$ cat src/rtl/alu_arbiter_pkg.sv
// Shared constants for the two-requester ALU arbiter: sequencer state
// encoding and default datapath widths.
package alu_arbiter_pkg;

    localparam int DEFAULT_WIDTH  = 32;
    localparam int DEFAULT_CTRL_W = 4;

    localparam logic [1:0] ST_IDLE = 2'd0;
    localparam logic [1:0] ST_EXEC = 2'd1;
    localparam logic [1:0] ST_RESP = 2'd2;

endpackage

$ cat src/rtl/alu_rr_pick.sv
// Two-way round-robin pick: a lone requester wins, and on contention the
// requester that did not win last time gets the grant.
module alu_rr_pick (
    input  logic valid0,
    input  logic valid1,
    input  logic last,
    output logic grant_valid,
    output logic grant_id
);

    assign grant_valid = valid0 | valid1;
    assign grant_id    = (valid0 & valid1) ? ~last : valid1;

endmodule

$ cat src/rtl/alu_arbiter.sv
// Shares one external combinational ALU between two valid/ready requesters.
// Runs an IDLE/EXEC/RESP sequencer with registered operands and result.
module alu_arbiter
    import alu_arbiter_pkg::*;
#(
    parameter int WIDTH  = DEFAULT_WIDTH,
    parameter int CTRL_W = DEFAULT_CTRL_W
) (
    input  logic              clk,
    input  logic              reset,
    input  logic              req0_valid,
    output logic              req0_ready,
    input  logic [WIDTH-1:0]  req0_in1,
    input  logic [WIDTH-1:0]  req0_in2,
    input  logic [CTRL_W-1:0] req0_ctrl,
    input  logic              req1_valid,
    output logic              req1_ready,
    input  logic [WIDTH-1:0]  req1_in1,
    input  logic [WIDTH-1:0]  req1_in2,
    input  logic [CTRL_W-1:0] req1_ctrl,
    output logic [WIDTH-1:0]  alu_in1,
    output logic [WIDTH-1:0]  alu_in2,
    output logic [CTRL_W-1:0] alu_control,
    input  logic [WIDTH-1:0]  alu_result,
    input  logic              zero_flag,
    output logic              resp0_valid,
    input  logic              resp0_ready,
    output logic              resp1_valid,
    input  logic              resp1_ready,
    output logic [WIDTH-1:0]  resp_result,
    output logic              resp_zero,
    output logic              busy,
    output logic              grant_id
);

    logic [1:0]        state_q, state_d;
    logic              last_q, last_d;
    logic              grant_q, grant_d;
    logic [WIDTH-1:0]  op1_q, op1_d;
    logic [WIDTH-1:0]  op2_q, op2_d;
    logic [CTRL_W-1:0] ctrl_q, ctrl_d;
    logic [WIDTH-1:0]  result_q, result_d;
    logic              zero_q, zero_d;

    logic pick_valid;
    logic pick_id;
    logic in_idle;
    logic resp_taken;

    alu_rr_pick u_pick (
        .valid0      (req0_valid),
        .valid1      (req1_valid),
        .last        (last_q),
        .grant_valid (pick_valid),
        .grant_id    (pick_id)
    );

    assign in_idle    = (state_q == ST_IDLE);
    assign req0_ready = in_idle & pick_valid & ~pick_id;
    assign req1_ready = in_idle & pick_valid &  pick_id;
    assign resp_taken = grant_q ? resp1_ready : resp0_ready;

    always_comb begin
        // NOTE: every next-state signal holds its register value by default,
        // so no branch below can leave one unassigned and infer a latch.
        state_d  = state_q;
        last_d   = last_q;
        grant_d  = grant_q;
        op1_d    = op1_q;
        op2_d    = op2_q;
        ctrl_d   = ctrl_q;
        result_d = result_q;
        zero_d   = zero_q;
        case (state_q)
            ST_IDLE: begin
                if (pick_valid) begin
                    state_d = ST_EXEC;
                    grant_d = pick_id;
                    last_d  = pick_id;
                    op1_d   = pick_id ? req1_in1  : req0_in1;
                    op2_d   = pick_id ? req1_in2  : req0_in2;
                    ctrl_d  = pick_id ? req1_ctrl : req0_ctrl;
                end
            end
            ST_EXEC: begin
                result_d = alu_result;
                zero_d   = zero_flag;
                state_d  = ST_RESP;
            end
            ST_RESP: begin
                if (resp_taken) state_d = ST_IDLE;
            end
            default: state_d = ST_IDLE;
        endcase
    end

    // last_q resets to 1 so requester 0 wins the first contention.
    always_ff @(posedge clk) begin
        if (reset) begin
            state_q  <= ST_IDLE;
            last_q   <= 1'b1;
            grant_q  <= 1'b0;
            op1_q    <= '0;
            op2_q    <= '0;
            ctrl_q   <= '0;
            result_q <= '0;
            zero_q   <= 1'b0;
        end else begin
            // NOTE: non-blocking assignments so every register samples the
            // pre-edge values regardless of statement order.
            state_q  <= state_d;
            last_q   <= last_d;
            grant_q  <= grant_d;
            op1_q    <= op1_d;
            op2_q    <= op2_d;
            ctrl_q   <= ctrl_d;
            result_q <= result_d;
            zero_q   <= zero_d;
        end
    end

    assign alu_in1     = op1_q;
    assign alu_in2     = op2_q;
    assign alu_control = ctrl_q;
    assign resp_result = result_q;
    assign resp_zero   = zero_q;
    assign grant_id    = grant_q;
    assign busy        = ~in_idle;
    assign resp0_valid = (state_q == ST_RESP) & ~grant_q;
    assign resp1_valid = (state_q == ST_RESP) &  grant_q;

endmodule

$ cat config.mk
export PLATFORM = sky130hd
export DESIGN_NAME = alu_arbiter
export DESIGN_NICKNAME = d
export VERILOG_FILES = /design/src/rtl/alu_arbiter_pkg.sv /design/src/rtl/alu_rr_pick.sv /design/src/rtl/alu_arbiter.sv
export SDC_FILE = /design/constraint.sdc
export NUM_CORES = 1
export LEC_CHECK = 0
export BUFFER_PORTS_ARGS = -buffer_cell sky130_fd_sc_hd__buf_4
export CAP_MARGIN = 20
export CORE_AREA = 2 2 109 111
export CTS_CLUSTER_SIZE = 14
export DETAILED_ROUTE_END_ITERATION = 8
export DIE_AREA = 0 0 111 113
export PLACE_DENSITY_LB_ADDON = 0.15
export SLEW_MARGIN = 20
export SYNTH_ARGS = -nofsm -noshare
export SYNTH_HDL_FRONTEND = slang
export SYNTH_SLANG_ARGS = --single-unit
export TNS_END_PERCENT = 5
$ cat constraint.sdc
create_clock -name clk -period 4.2 [get_ports clk]
set_clock_uncertainty 0.05 [all_clocks]
set_input_delay 0.21 -clock clk [delete_from_list [all_inputs] [get_ports clk]]
set_output_delay 0.21 -clock clk [all_outputs]
set_load 0.02 [all_outputs]
==> qor.txt <==
====================================================================================
Run status                                                              complete, no violations
Leading cell type in the layout, fill and taps excluded                        buf_4
Final hold viol count                                                              0
Detail Placement HPWL                                                   11,130 microns
Endpoint of the most critical register-to-register path                  alu_in2[20]
Crit start category                                                         register
Maximum number of pins on one net before global-route repair                      73
Deepest level of the CTS H-tree                                                    3
Depth of the worst register-to-register path                                       4
Reg-to-reg startpoint                                                         last_q
Setup slack of the critical path after layout                                1874 ps
MaxCap Viol Count                                                                  0
Initial DRC Count                                                                363
CTS sink count                                                                   105
Endpoint type of the worst setup path                                     output pin
Class of the tightest hold or removal check                             input pin to register
Tmin final                                                                   2326 ps
Syn nets                                                                         732
Static Leakage                                                              3.105 nW
Die Y-Extent                                                             113 microns
Biggest fanout along the worst timing path                                        72
Number of instances in the synthesized netlist                                   557
Hold depth                                                                         3
Root Buffer                                                                clkbuf_16
Number of gates given a new drive strength after cts                               0
Remaining routing DRC violations                                                   0
Max incr delay on CP                                                          630 ps
Setup Slack @ Placement                                                      1993 ps
Number of buffers on the longest clock path                                        2
Clock-pin transition on the worst setup and hold timing paths                  70 ps
Worst vdd ir                                                             0.0002380 V
Slew headroom                                                                 37.99%
Number of antenna violations at the first check in global routing                  0
Count of pins over their slew limit                                                0
Clock insertion delay at the later pin of the skew report                     340 ps
Critical path class                                                     register to output pin
Buffers & Inverters on Critical Path                                               2
Total placed instance area                                                6595 sq um
Required time of the critical path                                           3940 ps
Number of endpoints failing setup at the final stage                               0
Crit share post-route                                                         55.38%
F_max                                                                      430.0 MHz
Hold Crit Endpoint                                                      resp_result[10]
Total grt overflow                                                                 0
Total of flip-flops plus latches after synthesis                                 105
Routed length per instance                                              16.49 microns
Antenna Violating Nets Remaining                                                   0
Via Count                                                                      4,949
Data arrival time of the critical path                                       2070 ps
Design Area, Final                                                        6894 sq um
Cell Chain, Critical Path                                               nor2_4 > buf_4 > nand2_1 > nor2_1 > buf_4
Yosys warnings                                                                     0
Number of port buffers                                                           281
Slew at the pin closest to its max-slew limit                               927.8 ps
Ratio of cells with drive above 1 in the final layout                         40.97%
Drt via density                                                                5.232
Kind of cell adding the most delay to the critical path                 buffers and inverters
Number of buffers inserted for hold repair after clock tree synthesis              0
Die area                                                                12,540 sq um
Area delta synth->final                                                       51.50%
RSZ-0062 raised after global routing                                              no
Starting density of the core                                                  40.37%
Global Route Usage Sum                                                        24.01%
Number of CTS-inserted buffers                                                     9
Number of antenna repair diodes                                                    0
Post-Syn Area per Cell                                                   8.170 sq um
Final net count                                                                  973
Final TNS setup                                                                 0 ps
Cell with the largest stage delay on the worst path                            buf_4
Site row count                                                                    39
Number of distinct library cells after synthesis                                  26
Std-Cell Core Area                                                      11,270 sq um
Chip width                                                               111 microns
Reg2Reg Setup Slack                                                          2000 ps
Hold path startpoint                                                    alu_result[10]
Most numerous cell on the critical path                                        buf_4
Number of buffers inserted by post-CTS setup repair                                0
Gp weighted congestion                                                        0.8389
Sequential fraction of the synthesis area                                     46.19%
Number of global-route vias before repair                                      4,979
Global-route wire length before repair                                  24,540 microns
Number of iterations in the first detailed-routing pass                            4
Routed Wire Length                                                      15,600 microns
Cell Pwr Density                                                        410.0 nW/um^2
Netlist area before placement                                             4551 sq um
CTS tree                                                                       built
Number of ports placed on the die boundary                                       282
Highest-count cells in the layout ignoring fill and taps                buf_4, nand2_1, dfxtp_1
====================================================================================
-- where the power goes --
group          total (mW)  switching [mW]  internal, mW
registers            1.17          0.0643          1.10
clock network       0.845           0.365         0.479
logic               0.813           0.454         0.358
total                2.83           0.884          1.94
-- Yosys cell counts --
cell type    n  share of area (%)
a311oi_1    48                9.2
a21boi_2     1               0.25
nor2b_1      2               0.27
nand2_1    205                 17
inv_2        1              0.082
a221o_1      1               0.22
nor2_1       3               0.25
nor3b_1      1               0.17
nor2_2       1               0.14
a311oi_2    20                6.6
a21oi_1    103                 11
mux2i_1      1               0.22
nor2_4       1               0.25
inv_1        1              0.082
o21ai_0      1               0.11
dfxtp_1    105                 46
nand2b_1     1               0.14
buf_4        3               0.49
or2_1        1               0.14
a21bo_1      1               0.22
buf_2       39                4.3
and3b_1      1               0.19
buf_6        5                1.2
buf_1        1              0.082
clkbuf_1     9               0.74
nand3b_1     1               0.17
-- kinds of logic (layout without fill, tap and decap cells) --
kind of cell | Yosys count | in the layout | synth area share (%)
buf+inv | 59 | 305 | 7.011
flops | 105 | 105 | 46.19
mux | 1 | 1 | 0.2200
simple gates | 217 | 217 | 18.61
compound gates | 175 | 175 | 27.96
-- through the flow --
stage | cells | hold slack (ps) | util [%] | power (mW)
global route | 946 | 61.88 | 61.16 | 2.966
finish | 946 | 65.31 | 61.16 | 2.826
global placement | 930 | 394.9 | 58.44 | 1.991
floorplan | 557 | 296.0 | - | 1.642
CTS | 946 | 55.31 | 61.16 | 2.850
detailed placement | 930 | 398.1 | 58.51 | 2.006
-- registers in the layout, indices dropped and copies added, names as in the netlist --
name / count
state_q: 2
alu_in2: 32
grant_id: 1
last_q: 1
alu_in1: 32
resp_result: 32
resp_zero: 1
alu_control: 4
-- worst max path at each step --
stage / startpoint / endpoint / slack (ps) / cells past startpoint
final: state_q[1] / req0_ready / 1870 / 5
after global routing: state_q[1] / req0_ready / 1790 / 5
after CTS: state_q[1] / req0_ready / 1870 / 5
after detailed placement: last_q / alu_in2[20] / 1990 / 4
after global placement: last_q / alu_in2[26] / 2070 / 4
after floorplan: state_q[1] / alu_in1[0] / 2810 / 6
-- per-layer routing --
layer  vias up  GRT usage (%)  wire length, microns
li1       2421              -                     -
met1      2288          27.48                  6029
met2       212          43.07                  7994
met3        28          6.588                  1146
met4         0          8.750                   426
met5         -              0                     0
-- layout make-up --
cell class                      instances  area (sq um)
Clock buffer                           12         246.5
Clock inverter                          4         52.55
Fill cell                             995          4378
Inverter                                2         7.507
Multi-Input combinational cell        393          2152
Sequential cell                       105          2102
Tap cell                              143         178.9
Timing Repair Buffer                  287          2155
-- worst min-delay path: cells and delay by family --
family / cells / cell delay (ps)
AND/OR/NAND/NOR: 1 / 40
buffers and inverters: 1 / 110
AO/OA/AOI/OAI: 1 / 50
No activity file was read; power rests on OpenSTA's default activity.
